==> config.mk <==
export PLATFORM = sky130hd
export DESIGN_NAME = tile_fetch
export DESIGN_NICKNAME = d
export VERILOG_FILES = /design/src/rtl/lstm_mm_pkg.sv /design/src/rtl/tile_addr_gen.sv /design/src/rtl/tile_fetch.sv
export SDC_FILE = /design/constraint.sdc
export NUM_CORES = 1
export LEC_CHECK = 0
export CAP_MARGIN = 20
export CORE_MARGIN = 2
export CORE_UTILIZATION = 42
export CTS_CLUSTER_SIZE = 40
export DETAILED_ROUTE_END_ITERATION = 6
export GPL_ROUTABILITY_DRIVEN = 0
export PLACE_DENSITY = 0.79
export SETUP_SLACK_MARGIN = 0.05
export SLEW_MARGIN = 20
export SYNTH_ARGS = -nofsm -noshare
export SYNTH_HDL_FRONTEND = slang
export SYNTH_SLANG_ARGS = --single-unit
export TNS_END_PERCENT = 20
==> constraint.sdc <==
create_clock -name clk -period 3.57 [get_ports clk]
set_input_delay 0.5355 -clock clk [delete_from_list [all_inputs] [get_ports clk]]
set_output_delay 0.5355 -clock clk [all_outputs]
set_load 0.05 [all_outputs]
==> src/rtl/lstm_mm_pkg.sv <==
// Shared parameters and types for the matrix-multiplication datapath.
// Tile fetch supports optional edge padding via the TILE_EDGE_PAD_EN macro.
package lstm_mm_pkg;

  localparam int DATA_WIDTH = 12;
  localparam int ADDR_WIDTH = 9;
  localparam int TILE_DIM   = 4;

  typedef enum logic [1:0] {
    IDLE  = 2'd0,
    FETCH = 2'd1,
    DRAIN = 2'd2,
    DONE  = 2'd3
  } fetch_state_e;

endpackage

==> src/rtl/tile_addr_gen.sv <==
// Row/column walker for one tile: tracks (r,c), the running row base address,
// the local tile index and, with TILE_EDGE_PAD_EN defined, whether the current
// element lies outside the valid region and must be zero-padded.
module tile_addr_gen
  import lstm_mm_pkg::*;
#(
  parameter int ADDR_WIDTH = lstm_mm_pkg::ADDR_WIDTH,
  parameter int TILE_DIM   = lstm_mm_pkg::TILE_DIM,
  parameter int LT_AW      = $clog2(TILE_DIM*TILE_DIM),
  parameter int VW         = $clog2(TILE_DIM+1)
) (
  input  logic                  clk,
  input  logic                  rst,
  input  logic                  load,
  input  logic                  advance,
  input  logic [ADDR_WIDTH-1:0] base_addr,
  input  logic [ADDR_WIDTH-1:0] row_stride,
  input  logic [VW-1:0]         valid_rows,
  input  logic [VW-1:0]         valid_cols,
  output logic [ADDR_WIDTH-1:0] addr,
  output logic [LT_AW-1:0]      idx,
  output logic                  pad,
  output logic                  last
);

  localparam int N = TILE_DIM * TILE_DIM;

  logic [VW-1:0]         r;
  logic [VW-1:0]         c;
  logic [ADDR_WIDTH-1:0] row_base;
  logic [ADDR_WIDTH-1:0] stride_q;

  // Walk the tile in row-major order; addresses wrap modulo 2^ADDR_WIDTH.
  always_ff @(posedge clk) begin
    if (!rst) begin
      r        <= '0;
      c        <= '0;
      idx      <= '0;
      row_base <= '0;
      stride_q <= '0;
      addr     <= '0;
    end else if (load) begin
      r        <= '0;
      c        <= '0;
      idx      <= '0;
      row_base <= base_addr;
      stride_q <= row_stride;
      addr     <= base_addr;
    end else if (advance) begin
      idx <= idx + LT_AW'(1);
      if (c == VW'(TILE_DIM-1)) begin
        c        <= '0;
        r        <= r + VW'(1);
        row_base <= row_base + stride_q;
        addr     <= row_base + stride_q;
      end else begin
        c    <= c + VW'(1);
        addr <= addr + ADDR_WIDTH'(1);
      end
    end
  end

  assign last = (idx == LT_AW'(N-1));

`ifdef TILE_EDGE_PAD_EN
  logic [VW-1:0] rows_q;
  logic [VW-1:0] cols_q;

  // Capture the in-bounds extent at start so later input changes are ignored.
  always_ff @(posedge clk) begin
    if (!rst) begin
      rows_q <= '0;
      cols_q <= '0;
    end else if (load) begin
      rows_q <= valid_rows;
      cols_q <= valid_cols;
    end
  end

  assign pad = (r >= rows_q) || (c >= cols_q);
`else
  // Extent inputs have no effect without padding; every element is read.
  logic unused_extent;
  assign unused_extent = ^{valid_rows, valid_cols};
  assign pad = 1'b0;
`endif

endmodule

==> src/rtl/tile_fetch.sv <==
// Tile fetch: copies one TILE_DIM x TILE_DIM tile from row-major global memory
// into the local tile memory, one element per non-held cycle, then pulses done.
// Optional edge zero-padding is enabled with the TILE_EDGE_PAD_EN macro.
//
// Handshake: start is accepted only in IDLE; gm_rd_en marks a read whose data
// arrives on gm_rd_data exactly one cycle later, at which point lt_wr_en is
// high with lt_addr/lt_data for that element. hold suppresses issue in FETCH.
module tile_fetch
  import lstm_mm_pkg::*;
#(
  parameter int DATA_WIDTH = lstm_mm_pkg::DATA_WIDTH,
  parameter int ADDR_WIDTH = lstm_mm_pkg::ADDR_WIDTH,
  parameter int TILE_DIM   = lstm_mm_pkg::TILE_DIM,
  parameter int LT_AW      = $clog2(TILE_DIM*TILE_DIM)
) (
  input  logic                           clk,
  input  logic                           rst,
  input  logic                           start,
  input  logic                           hold,
  input  logic [ADDR_WIDTH-1:0]          base_addr,
  input  logic [ADDR_WIDTH-1:0]          row_stride,
  input  logic [$clog2(TILE_DIM+1)-1:0]  valid_rows,
  input  logic [$clog2(TILE_DIM+1)-1:0]  valid_cols,
  output logic                           gm_rd_en,
  output logic [ADDR_WIDTH-1:0]          gm_addr,
  input  logic [DATA_WIDTH-1:0]          gm_rd_data,
  output logic                           lt_wr_en,
  output logic [LT_AW-1:0]               lt_addr,
  output logic [DATA_WIDTH-1:0]          lt_data,
  output logic                           busy,
  output logic                           done,
  output fetch_state_e                   dbg_state
);

  localparam int VW = $clog2(TILE_DIM+1);

  fetch_state_e     state;
  fetch_state_e     state_next;
  logic             load;
  logic             issue;
  logic             pad;
  logic             last;
  logic [LT_AW-1:0] idx;
  logic             pad_q;

  tile_addr_gen #(
    .ADDR_WIDTH (ADDR_WIDTH),
    .TILE_DIM   (TILE_DIM),
    .LT_AW      (LT_AW),
    .VW         (VW)
  ) u_addr_gen (
    .clk        (clk),
    .rst        (rst),
    .load       (load),
    .advance    (issue),
    .base_addr  (base_addr),
    .row_stride (row_stride),
    .valid_rows (valid_rows),
    .valid_cols (valid_cols),
    .addr       (gm_addr),
    .idx        (idx),
    .pad        (pad),
    .last       (last)
  );

  // State register.
  always_ff @(posedge clk) begin
    if (!rst) state <= IDLE;
    else      state <= state_next;
  end

  // Next-state logic plus the load/issue strobes for the address walker.
  always_comb begin
    state_next = state;
    load       = 1'b0;
    issue      = 1'b0;
    case (state)
      IDLE: begin
        if (start) begin
          load       = 1'b1;
          state_next = FETCH;
        end
      end
      FETCH: begin
        if (!hold) begin
          issue = 1'b1;
          if (last) state_next = DRAIN;
        end
      end
      DRAIN:   state_next = DONE;
      DONE:    state_next = IDLE;
      default: state_next = IDLE;
    endcase
  end

  // Write pipeline: one stage matching the global memory read latency.
  always_ff @(posedge clk) begin
    if (!rst) begin
      lt_wr_en <= 1'b0;
      lt_addr  <= '0;
      pad_q    <= 1'b0;
    end else begin
      lt_wr_en <= issue;
      if (issue) begin
        lt_addr <= idx;
        pad_q   <= pad;
      end
    end
  end

  assign gm_rd_en  = issue && !pad;
  assign lt_data   = (lt_wr_en && !pad_q) ? gm_rd_data : '0;
  assign busy      = (state != IDLE);
  assign done      = (state == DONE);
  assign dbg_state = state;

endmodule

Yosys cells after proc, flatten, opt, wreduce, memory -nomap -nowiden
Cells that the tools add are included.
- input bits: 40
- output and inout port bits: 31
- word-level logic and storage cells: 44
- bits in registers: 41
- reduce and logical (&&, ||, !) cells: 7
- multiplexer cells: 16
- equal/unequal tests: 8
- bitwise gates (word level): 1
- add/subtract/negate cells: 4
- operators by type and width (cell ; number):
    two-way mux 9 bit ; 6
    two-way mux 12 bit ; 1
    adder 9 x 1 -> 9 bit (second input constant) ; 1
    adder 9 bit ; 1
    one-hot mux 2 bit (4 select lines) ; 1
    two-way mux 2 bit ; 3
    inequality test 2 bit (second input constant) ; 3
    nonzero test 2 bit ; 3
    adder 4 x 1 -> 4 bit (second input constant) ; 1
    equality test 2 bit (second input constant) ; 2
    equality test 4 bit (second input constant) ; 1
    two-way mux 1 bit ; 4
    adder 3 x 1 -> 3 bit (second input constant) ; 1
    equality test 3 x 2 -> 1 bit (second input constant) ; 1
    two-way mux 3 bit ; 1
    AND reduction 3 bit ; 1
    equality test 2 x 1 -> 1 bit (second input constant) ; 1
    logical NOT 2 bit ; 1
    AND reduction 2 bit ; 1
    OR reduction 2 bit ; 1
    inverter 1 bit ; 1

Longest topological paths before layout
Gate-level depths: netlist of the first run.
- depth in word-level cells: 4
- depth in mapped cells: 9
- mapped depth without buffers: 8

Cells and area by module
A second synthesis of the first run with hierarchy kept.
- cells, all modules: 292
- area total of the unflattened synthesis: 2497.4 µm²
- modules (own cells, without submodules) (module ; area an instance (µm²) ; times used ; cells each ; seq. area each (µm²)):
    tile_addr_gen ; 1991.9 ; 1 ; 238 ; 680.7
    tile_fetch ; 505.5 ; 1 ; 54 ; 160.2

Least setup slack after synthesis of the first run
Ideal clock, no wire load.
- path kind: flip-flop to flip-flop
- from: register state[0], in the netlist dbg_state[0]
- to: register state[0], in the netlist dbg_state[0]
- library setup time: 0.086 ns
- cell stages (with the launch flop): 7
- arrival: 1.968 ns
- buffers on the path: 0
- setup slack: 1.517 ns
- data required time: 3.484 ns
- period minus slack after synthesis: 2.053 ns
- cell sequence: dfxtp_1 -> inv_1 -> ha_1 -> inv_1 -> a2bb2oi_1 -> nor2_1 -> a211oi_1
- word-level cells in the longest chain between the ends: 3
- elaborated cells on any way between the ends: 9
- those cells by class: eq/ne: 6; mux: 1; reduce/logical: 2
- RTL lines (element ; line ; RTL):
    start, declared ; tile_fetch.sv:37 ; fetch_state_e state;
    start signal, assigned ; tile_fetch.sv:69 ; else state <= state_next;
    equality test 2 x 1 -> 1 bit or logical NOT 2 bit (tied branches) ; tile_fetch.sv:77 ; case (state)
    inequality test 2 bit (no line) ; -- ;
    AND reduction 3 bit (no line) ; -- ;
Several ways; a longest one is shown, not always the timed one.
A chain may end at the register's enable or synchronous reset.

Worst setup path after layout of the first run
- from: input port hold
- to: output port gm_rd_en
- word-level cells in the longest chain between the ends: 2
- RTL lines (element ; line ; RTL):
    start, declared ; tile_fetch.sv:19 ; input logic hold,
    two-way mux 1 bit ; tile_fetch.sv:85 ; if (!hold) begin
    two-way mux 1 bit ; tile_fetch.sv:77 ;
    end, declared ; tile_fetch.sv:24 ; output logic gm_rd_en,
No other way between the ends.

==> results of run 1 <==
-- metal layers --
metal,global-route usage,vias to the layer above
met4,0.0678,0
met3,0.0483,4
met5,0,-
met2,0.329,77
li1,-,1153
met1,0.229,1060
-- sequential cells by signal (all words and copies together) (netlist names) --
| register | flops |
|---|---|
| lt_addr | 4 |
| u_addr_gen.addr | 9 |
| lt_wr_en | 1 |
| dbg_state | 2 |
| u_addr_gen.idx | 4 |
| u_addr_gen.row_base | 9 |
| u_addr_gen.stride_q | 9 |
| u_addr_gen.c | 3 |
-- Yosys cell counts (all sizes together) --
cell type,instances
a22oi,2
o211ai,5
nor2,23
o31a,1
nand4b,1
and3,1
ha,16
and4b,1
fa,1
nand4,5
a22o,4
a21oi,34
xnor2,6
nor3,1
nand3b,1
xor2,9
nor2b,3
nand2b,5
inv,9
a221oi,1
and4bb,1
clkbuf,5
a21o,2
and4,1
a2bb2oi,1
o21a,1
o221ai,5
a211oi,3
or3,1
a31oi,4
o21ai,12
dfxtp,41
o22ai,1
a221o,2
nand2,55
buf,10
o31ai,1
nand3,9
and2,13
-- critical path, cell delays in order --
cell and delay (ps):
clkdlybuf4s50_1 440, nand2b_4 240, inv_6 160, clkdlybuf4s50_1 830
-- metrics by stage --
| step | hold WS, ps | setup slack, ps |
|---|---|---|
| 2_1_floorplan | 436 | 1520 |
| 3_3_place_gp | 443 | 816 |
| 3_5_place_dp | 450 | 818 |
| 4_1_cts | 463 | 807 |
| 5_1_grt | 481 | 742 |
| 6_report | 459 | 816 |
-- final cells by class --
cell class	instances	area, sq um	share of cell area
Inverter	9	38.8	0.0120
Timing Repair Buffer	65	648	0.201
Tap cell	72	90.1	0.0280
Multi-Input combinational cell	232	1490	0.461
Sequential cell	41	821	0.255
Clock buffer	5	68.8	0.0214
Clock inverter	3	68.8	0.0214
-- logic make-up after synthesis --
kind of cell    after synthesis
compound gates               79
buf+inv                      24
simple gates                121
fa+ha+maj                    17
flops                        41
xor+xnor                     15
-- report_power, final --
part,internal [uW],switching [uW]
Sequential,548,89.7
Clock,282,173
Combinational,354,609
Total,1180,871
-- worst paths after layout --
path                                  start                         endpoint
setup / recovery                       hold                         gm_rd_en
setup reg to reg  dbg_state[0]$_SDFFE_PN0P_  u_addr_gen.addr[7]$_SDFFE_PN0P_
hold / removal      lt_addr[3]$_SDFFE_PN0P_          lt_addr[3]$_SDFFE_PN0P_
hold reg to reg     lt_addr[3]$_SDFFE_PN0P_          lt_addr[3]$_SDFFE_PN0P_
==> metrics.yaml, run 1 <==
worstSetupPathType: "in -> out"
r2r_slack_ps: 1480
placed_area_sq_um: 3080
htree_num_levels: 2
top_level_ports: 71
power-per-cell-area_nw_per_um2: 638
dr.max_layer_used: "met4"
avgSynthCellArea_sq_um: 8.20
rows: 27
seq_area_frac_synth: 0.337
fillers: 501
synthTopCellsByArea: "dfxtp_1 (34%), ha_1 (8.2%), nand2_1 (8.2%)"
cts-buffers-inserted: 5
setup_tns_ps: 0
yosysTopAreaCell: "dfxtp_1"
hpwl_mm: 4.28
cts_tree: "done"
start_kind: "input pin"
wl_met2_mm: 2.81
die_h_um: 80.1
synth_xor_area_frac: 0.0540
clockBufferDepth: 2
synth_cells: 297
drtIter0Drc: 126
clock-sinks: 41
reg2reg_depth: 7
hp-class: "reg -> reg"
cts-hold-fix-buffers: 0
start_util: 0.439
antenna_found_initial: 0
final_common_cell: "clkdlybuf4s50_1"
final_cell_area_sq_um: 3220
max_cap_violations: 0
synth_top_area_share: 0.337
dieArea_sq_um: 6420
finalSetupViolCount: 0
grt_overflow: 0
core_sq_um: 5540
end_kind: "output port"
synth_seq_cells: 41
required_ps: 3030
max_freq_mhz: 363
syn_nets: 354
syn_to_final_growth_pct: 32.3
synth_cell_type_count: 54
detail-route-antenna-nets: 0
wl_met3_um: 452
yosys_warnings: 0
yosys-mux-area-fraction: 0
wl_per_cell_um: 13.8
ctsResizeCount: 0
drt_first_pass_iters: 4
drt_wl_total_mm: 5.88
post-route-period-util: 0.771
status: "finished clean"
cts_setup_buffers: 0
fin_util: 0.582
hold_depth: 2
nets: 411
slew_headroom: 0.512
leakagePower_uw: 0.00120
drive_above_1_share: 0.0761
synth_area_sq_um: 2430
grt_start_max_net_pins: 28
clkLatencyLatePin_ps: 300
die_x_um: 80.1
synth_top_family_by_area: "simple AND/OR/NAND/NOR gates"
rsz0062_at_grt: "no"
grt_pass1_vias: 2161
period_minus_slack_ps: 2750
fin_skew_ps: 9.66
total_power_uw: 2060
crit_fanout: 18
vias: 2294
synthSimpleGateAreaFrac: 0.242
wl_met1_mm: 2.57
crit_arrival_ps: 2220
clock-root-buffer: "clkbuf_8"
final_cell_mix: "clkdlybuf4s50_1 (64), nand2_1 (53), dfxtp_1 (41)"
antenna_cells: 0
grt_pass1_wl_mm: 9.72
hold_viol: 0
dp.cells: 419
drcViolationCount: 0
tightest_slew_ps: 731
clk_pin_slew_ps: 90
synth_compound_area_frac: 0.224
ir_worst_vdd_v: 0.000292
fin_cells: 427
viasPerCell: 5.37
port_buffers: 64
synth_fa_ha_area_frac: 0.0904
track_usage: 0.191
slew_viol_final: 0
Note: power is estimated with default switching activity, not from simulation.
==> run 2, diff against run 1 <==
- clock period: 3.57 -> 2.66 ns (I/O delays scaled with it)
==> run 2 against run 1 <==
Net effect:
- sequential share of layout area increased by 0.13 points
- die area unchanged
- cell count is 1.2% higher
- power is 25% higher
- final area down 0.50%
- clock power decreased by 11%
- combinational power grew 36%
- hold slack about the same
- largest cell class unchanged
==> metrics.yaml, run 2 (synthesis gave the netlist of run 1 again) <==
cts_tree: "done"
whs_ps: 459  # +0.216 ps
cts-buffers-inserted: 5  # unchanged
top_level_ports: 71  # unchanged
track_usage: 0.190  # -0.00116
rsz0062_at_grt: "no"
crit_arrival_ps: 1930  # -290 ps
total_power_uw: 2570  # +25%
hpwl_mm: 4.50  # +5.1%
r2r_slack_ps: 620  # -860 ps
grt_pass1_wl_mm: 9.64  # -0.78%
setup_tns_ps: 0  # unchanged
antenna_found_initial: 0  # unchanged
port_buffers: 64  # unchanged
htree_num_levels: 2  # unchanged
nets: 416  # +1.2%
status: "finished clean"
final_common_cell: "clkdlybuf4s50_1"
slew_headroom: 0.661  # +0.149
reg.largest.list: "u_addr_gen.addr: 9 flops, u_addr_gen.row_base: 9 flops, u_addr_gen.stride_q: 9 flops"
slew_viol_final: 0  # unchanged
max_cap_violations: 0  # unchanged
clock-sinks: 41  # unchanged
detail-route-antenna-nets: 0  # unchanged
syn_to_final_growth_pct: 31.7
clk_pin_slew_ps: 80  # about the same
die_h_um: 80.1  # unchanged
finalSetupViolCount: 0  # unchanged
met1_usage: 0.231  # +0.00187
grt_pass1_vias: 2134  # -1.2%
drtIter0Drc: 127  # +0.79%
ctsResizeCount: 0  # unchanged
die_x_um: 80.1  # unchanged
grt_start_max_net_pins: 23  # -18%
start_util: 0.439  # unchanged
wl_per_cell_um: 13.8  # +0.24%
fin_skew_ps: 7.12  # -2.54 ps
start_kind: "flop"
crit_fanout: 5  # -13
leakagePower_uw: 0.00121  # +0.12%
grt_busiest_layer: "met2"
core_sq_um: 5540  # unchanged
grt_overflow: 0  # unchanged
placed_area_sq_um: 3120  # +1.1%
cts-hold-fix-buffers: 0  # unchanged
worstSetupPathType: "reg -> out"
clock-root-buffer: "clkbuf_8"
power-per-cell-area_nw_per_um2: 800  # +25%
end_kind: "output port"
clockBufferDepth: 2  # unchanged
viasPerCell: 5.37  # about the same
hold_viol: 0  # unchanged
dieArea_sq_um: 6420  # unchanged
final_cell_area_sq_um: 3210  # -0.50%
met3_usage: 0.0438  # -0.00449
drive_above_1_share: 0.0917  # +0.0156
hp-class: "reg -> reg"
cts_setup_buffers: 0  # unchanged
fin_util: 0.579  # -0.00294
period_minus_slack_ps: 2330
drt_wl_total_mm: 5.97  # +1.4%
drcViolationCount: 0  # unchanged
clkLatencyLatePin_ps: 300  # about the same
drt_first_pass_iters: 4  # unchanged
rows: 27  # unchanged
required_ps: 2260  # -770 ps
vias: 2319  # +1.1%
max_freq_mhz: 429
tightest_slew_ps: 507  # -224 ps
antenna_cells: 0  # unchanged
ir_worst_vdd_v: 0.000372  # +28%
use_met2: 0.325  # -0.00417
post-route-period-util: 0.876
final_cell_mix: "clkdlybuf4s50_1 (63), nand2_1 (53), dfxtp_1 (41)"
==> run 2: cell count changes in the layout (fill, tap and decap cells not counted) <==
cell,change
clkinvlp_4,+1
inv_6,-1
buf_4,+6
clkinv_2,+2
bufinv_16,-2
clkdlybuf4s50_1,-1
==> run 2: power by group <==
group	switching [uW]	internal (uW)
registers	117	735
clock network	226	181
logic	821	485
==> run 2: worst paths after layout <==
path | start | endpoint | cells after the start
worst min-delay path | lt_addr[3]$_SDFFE_PN0P_ | lt_addr[3]$_SDFFE_PN0P_ | 2
worst max-delay path | dbg_state[0]$_SDFFE_PN0P_ | busy | 4
worst max register to register | u_addr_gen.stride_q[0]$_SDFFE_PN0P_ | u_addr_gen.row_base[6]$_SDFFE_PN0P_ | 8
worst min register to register | lt_addr[3]$_SDFFE_PN0P_ | lt_addr[3]$_SDFFE_PN0P_ | 2
==> run 2: cell type report <==
| type | count | area (sq um) |
|---|---|---|
| clock buffer | 5 | 68.8 |
| clock inverter | 3 | 17.5 |
| fill | 506 | 2330 |
| inverter | 9 | 38.8 |
| multi-input combinational | 232 | 1490 |
| sequential | 41 | 821 |
| tap | 72 | 90.1 |
| timing repair buffer | 70 | 683 |
==> run 2: worst max-delay path, stage by stage, from the launching register on <==
cell             delay, ps
dfxtp_1                410
inv_1                  110
ha_1                   240
inv_1                   80
clkdlybuf4s50_1        800
==> run 2: per-stage QoR <==
stage                     worst slack [ps]  std cells
after floorplan                        607        297
after global placement                 498        424
after detailed placement               484        424
after CTS                              302        432
after global routing                   224        432
final                                  329        432
==> run 2: layer usage <==
metal	wire (um)	share of wire
met4	77	0.013
met3	451	0.076
met1	2560	0.43
met2	2880	0.48
met5	0	0
==> run 3, diff against run 2 <==
- SETUP_SLACK_MARGIN: 0.05 -> unset
==> results of run 3 <==
Same layout as run 2: the final DEF is identical, and so are final timing and power.
